`config.mk`:
```
export PLATFORM = sky130hd
export DESIGN_NAME = march_sequencer
export DESIGN_NICKNAME = d
export VERILOG_FILES = /design/src/rtl/march_sequencer.sv
export SDC_FILE = /design/constraint.sdc
export NUM_CORES = 1
export LEC_CHECK = 0
export CELL_PAD_IN_SITES_DETAIL_PLACEMENT = 0
export CELL_PAD_IN_SITES_GLOBAL_PLACEMENT = 1
export CORE_MARGIN = 4
export CORE_UTILIZATION = 23
export DETAILED_ROUTE_END_ITERATION = 8
export DONT_BUFFER_PORTS = 1
export GPL_TIMING_DRIVEN = 1
export PLACE_DENSITY_LB_ADDON = 0.05
export SETUP_SLACK_MARGIN = 0.05
export SLEW_MARGIN = 5
export SYNTH_ARGS = -nofsm -noshare
export SYNTH_HDL_FRONTEND = slang
export SYNTH_SLANG_ARGS = --single-unit
```
`constraint.sdc`:
```
create_clock -name clk -period 2 [get_ports clk]
set_input_delay 0.4 -clock clk [delete_from_list [all_inputs] [get_ports clk]]
set_output_delay 0.4 -clock clk [all_outputs]
set_load 0.02 [all_outputs]
```
`src/rtl/march_sequencer.sv`:
```
// march_sequencer: sequences March memory-test elements onto the address counter and memory datapath
// Ports:
//   clk, rst (async active-low)          clock and reset
//   start, abort                         run control (start sampled in IDLE; abort returns to IDLE)
//   elem_valid/elem_ready + elem_*       element descriptor handshake from the decoder
//   admd_out, updwn_out, hold_out,
//   s_out, r_out                         address counter control
//   mem_en, mem_we, mem_dpol             per-cycle memory operation
//   busy, done                           run status; done pulses once on normal completion
module march_sequencer #(
    parameter int ADDR_WIDTH = 8,
    parameter int ADMW       = 4
) (
    input  logic                  clk,
    input  logic                  rst,
    input  logic                  start,
    input  logic                  abort,
    input  logic                  elem_valid,
    output logic                  elem_ready,
    input  logic                  elem_dir,
    input  logic [ADMW-1:0]       elem_admd,
    input  logic [ADDR_WIDTH-1:0] elem_len,
    input  logic [1:0]            elem_nops,
    input  logic [7:0]            elem_ops,
    input  logic                  elem_last,
    output logic [ADMW-1:0]       admd_out,
    output logic                  updwn_out,
    output logic                  hold_out,
    output logic                  s_out,
    output logic                  r_out,
    output logic                  mem_en,
    output logic                  mem_we,
    output logic                  mem_dpol,
    output logic                  busy,
    output logic                  done
);
    typedef enum logic [2:0] {IDLE, FETCH, LOAD, OP, DONE} state_t;
    state_t                state, nxt;
    logic                  dir_r, last_r;
    logic [ADMW-1:0]       admd_r;
    logic [ADDR_WIDTH-1:0] len_r;
    logic [1:0]            nops_r, op_idx;
    logic [7:0]            ops_r;
    // one extra bit so a full-range element (len = all ones) ends without wrapping
    logic [ADDR_WIDTH:0]   addr_cnt;
    logic                  last_op, elem_end;
    logic [1:0]            op_cur;
    // element end is judged on our own address count, never on the counter's output,
    // so non-linear address modes terminate after exactly len+1 addresses
    always_comb begin
        last_op  = op_idx == nops_r;
        elem_end = last_op && addr_cnt == {1'b0, len_r};
        nxt      = state;
        case (state)
            IDLE:    nxt = start ? FETCH : IDLE;
            FETCH:   nxt = elem_valid ? LOAD : FETCH;
            LOAD:    nxt = OP;
            OP:      nxt = elem_end ? (last_r ? DONE : FETCH) : OP;
            DONE:    nxt = IDLE;
            default: nxt = IDLE;
        endcase
        if (abort) nxt = IDLE;
    end
    always_ff @(posedge clk or negedge rst) begin
        if (!rst) begin
            state    <= IDLE;
            dir_r    <= 1'b0;
            last_r   <= 1'b0;
            admd_r   <= '0;
            len_r    <= '0;
            nops_r   <= '0;
            ops_r    <= '0;
            op_idx   <= '0;
            addr_cnt <= '0;
        end else begin
            state <= nxt;
            if (state == FETCH && elem_valid && !abort) begin
                dir_r  <= elem_dir;
                last_r <= elem_last;
                admd_r <= elem_admd;
                len_r  <= elem_len;
                nops_r <= elem_nops;
                ops_r  <= elem_ops;
            end
            if (state == LOAD) begin
                op_idx   <= '0;
                addr_cnt <= '0;
            end else if (state == OP) begin
                op_idx <= last_op ? 2'd0 : op_idx + 2'd1;
                if (last_op) addr_cnt <= addr_cnt + (ADDR_WIDTH+1)'(1);
            end
        end
    end
    assign op_cur     = ops_r[{op_idx, 1'b0} +: 2];
    assign elem_ready = state == FETCH;
    assign busy       = state != IDLE;
    assign done       = state == DONE;
    assign s_out      = state == LOAD && !dir_r;
    assign r_out      = state == LOAD && dir_r;
    assign admd_out   = admd_r;
    assign updwn_out  = dir_r;
    assign mem_en     = state == OP;
    assign mem_we     = mem_en && op_cur[1];
    assign mem_dpol   = mem_en && op_cur[0];
    // the counter steps only on the edge that ends an address's last operation
    assign hold_out   = !(mem_en && last_op);
endmodule

```
==> impl_metrics.yaml, run 1 <==
place:
  dp_slack_ns: 0.1490
  dp_hpwl_mm: 3.341
  dp.cells: 265
  gp_congestion: 0.7404
  numPortBuffers: 0
sta:
  tns_ns: 0
  fin_skew_ns: 0.008579
  min_period_ns: 1.904
  worstMarginPinSlew_ns: 0.4890
  setup_violations: 0
  rsz0062_at_grt: "yes"
  finalHoldViolCount: 0
  drv_slew: 0
  period_share: 0.9521
  clock.fmax_mhz: 525.2
  slew_headroom: 0.6710
  fin_ws_ns: 0.09587
  holdWs_ns: 0.2496
clock_network:
  clkSinkCount: 38
  cts_tree: "done"
  cts.clk_slew.worst_paths_ns: 0.08
  ctsRootBufferMaster: "clkbuf_8"
  clock_path_buffers: 2
  clock_latency_ns: 0.29
  cts_buffers: 5
  htree_num_levels: 2
layout:
  drive_above_1_share: 0.3864
  instances_no_fill: 278
  diodes: 0
  final_nets: 205
  syn_to_final_growth_pct: 17.62
  nFillCells: 828
logic_synthesis:
  postSynthCellCount: 157
  syn_area_um2: 1911
  synthTopCellsByArea: "dfrtp_1 (50%), mux2_2 (14%), nand2_1 (3.3%)"
  seq_area_frac_synth: 0.4977
  synth_edf_count: 0
  synthesis.nets: 187
  syn_avg_cell_area_um2: 12.17
  synth_async_sr_flop_share: 1.000
  netlist-cell-type-count: 39
  yosys.area.top_type: "dfrtp_1"
  ys_ff_latch: 38
  yosys_warnings: 0
  synth_top_flop_cell: "dfrtp_1"
  synth_top_area_frac: 0.4977
setup_path:
  critPathMaxFanout: 6
  r2r_setup_slack_ns: 0.22
  critical_path_required_ns: 1.60
  worst_setup_path_start_kind: "flop"
  cp-end-kind: "output port"
  timing.rr.start: "op_idx[1]$_DFFE_PN0P_"
  cp.arrival_ns: 1.50
  timing.critical_path.from: "op_idx[0]$_DFFE_PN0P_"
  critical_path_class: "flop to output port"
  reg2regPathDepth: 4
min_path:
  min_from: "elem_len[3]"
  worstHoldPathCells: 1
  hold_path.class: "input port to flop"
floorplanning:
  io-pin-count: 43
  dieWidth_um: 99.14
  design.core.area_um2: 7888
  die_h_um: 99.14
  rows: 32
  dieArea_um2: 9829
  initial_core_util: 0.2422
global_route:
  grt_max_degree: 39
  grt_pass1_vias: 1435
  grt_pass1_wl_mm: 7.452
  grt.total_usage: 0.09662
  overflow: 0
  antenna_found_initial: 0
detailed_routing:
  avgViaCountPerCell: 4.525
  first_iter_violations: 45
  ant_nets: 0
  wirelength_mm: 4.525
  drcViolationCount: 0
  num_vias: 1258
  drt-pass1-iter-count: 4
  routedWlPerCell_um: 16.28
run:
  drv_cap: 0
power_and_ir_drop:
  max-vdd-ir-drop_mv: 0.4530
  pwr_density_cell_nw_per_um2: 1031
  p_leak_nw: 0.9613
run_status:
  status: "finished, final reports clean"
## placed cells by master (no fill, tap or decap), types with 2 or more instances in the layout
| master | n |
|---|---|
| clkbuf_8 | 6 |
| nor4_1 | 2 |
| a21oi_1 | 4 |
| buf_4 | 15 |
| o211ai_1 | 2 |
| a31o_2 | 3 |
| mux4_2 | 2 |
| dfrtp_2 | 3 |
| and2_4 | 2 |
| o21ai_0 | 3 |
| nor3b_1 | 3 |
| xnor2_1 | 6 |
| dfrtp_1 | 35 |
| mux2_2 | 24 |
| mux2i_1 | 3 |
| xor2_1 | 3 |
| or4_1 | 2 |
| and3_1 | 2 |
| and4_1 | 3 |
| nor2_1 | 10 |
| inv_1 | 2 |
| nand2_1 | 17 |
## worst max-delay path: stages (launching register included)
cell     delay (ns)
dfrtp_2        0.49
mux4_2         0.52
and2_4         0.20
## Yosys cell counts, types with 2 or more instances
cell type,n
or4_1,2
nand2_1,17
inv_1,2
o211ai_1,2
xnor2_1,6
a31o_2,3
buf_4,3
a21oi_1,4
o21ai_0,3
and2_1,3
xor2_1,4
dfrtp_1,38
nor4_1,2
and4_1,3
and3_1,2
buf_6,2
mux2_2,24
mux2i_1,3
nor3b_1,3
mux4_2,2
nor2_1,11
## final cells by class
class | instances | area [um^2] | share of cell area
Clock buffer | 6 | 82.58 | 0.03675
Clock inverter | 2 | 12.51 | 0.005568
Inverter | 2 | 7.507 | 0.003341
Multi-Input combinational cell | 111 | 919.6 | 0.4092
Sequential cell | 38 | 954.7 | 0.4248
Tap cell | 102 | 127.6 | 0.05679
Timing Repair Buffer | 17 | 142.6 | 0.06347
## sequential cells by signal, summed over array words and instances (netlist names)
name,cells
len_r,8
last_r,1
ops_r,8
addr_cnt,9
admd_out,4
state,3
op_idx,2
nops_r,2
updwn_out,1
## stage by stage
stage	total power [W]	instance area, um^2	util
floorplan	0.001600	1911	-
global placement	0.001717	2076	0.2632
detailed placement	0.001734	2076	0.2632
CTS	0.002355	2216	0.2809
global route	0.002469	2247	0.2849
finish	0.002316	2247	0.2849
## path summary, 6_finish.rpt
| path | endpoint |
|---|---|
| worst max register to register | addr_cnt[7]$_DFFE_PN0P_ |
| max in group asynchronous | state[1]$_DFF_PN0_ |
| worst max-delay path | mem_we |
| min in group asynchronous | len_r[3]$_DFFE_PN0P_ |
| worst min-delay path | len_r[3]$_DFFE_PN0P_ |
| worst min register to register | ops_r[2]$_DFFE_PN0P_ |
## cells by family after synthesis
group           after synthesis  synth area share
compound gates               17           0.06156
xor+xnor                     11           0.06025
fa+ha+maj                     1          0.006548
buf+inv                       8           0.03471
flops                        38            0.4977
mux                          29            0.1807
simple gates                 53            0.1585
## power by group
part | internal, W | total (W) | switching, W | leakage, nW
Clock | 0.000277 | 0.000566 | 0.000288 | 0.0472
Combinational | 0.000313 | 0.000565 | 0.000252 | 0.439
Sequential | 0.000963 | 0.00119 | 0.000223 | 0.475
## metal layers
metal  GRT usage  wire length, um
met1      0.1165             1943
met3     0.03226              241
met2      0.1581             2213
met4     0.03992              127
met5           0                0
## what timing repair did
item | in CTS | in global routing
hold buffers | 2 | 0
buffers inserted | 0 | 3
endpoints found under the hold margin | 38 | 0
pin swaps | 0 | 0
setup endpoints to repair | 4 | 4
gates resized for setup | 7 | 3
Note: power is estimated with default switching activity, not from simulation.
==> run 2, diff against run 1 <==
Settings changed: CTS_CLUSTER_DIAMETER set to 60.
==> results of run 2 <==
No change in the layout: final DEF, timing and power equal those of run 1.
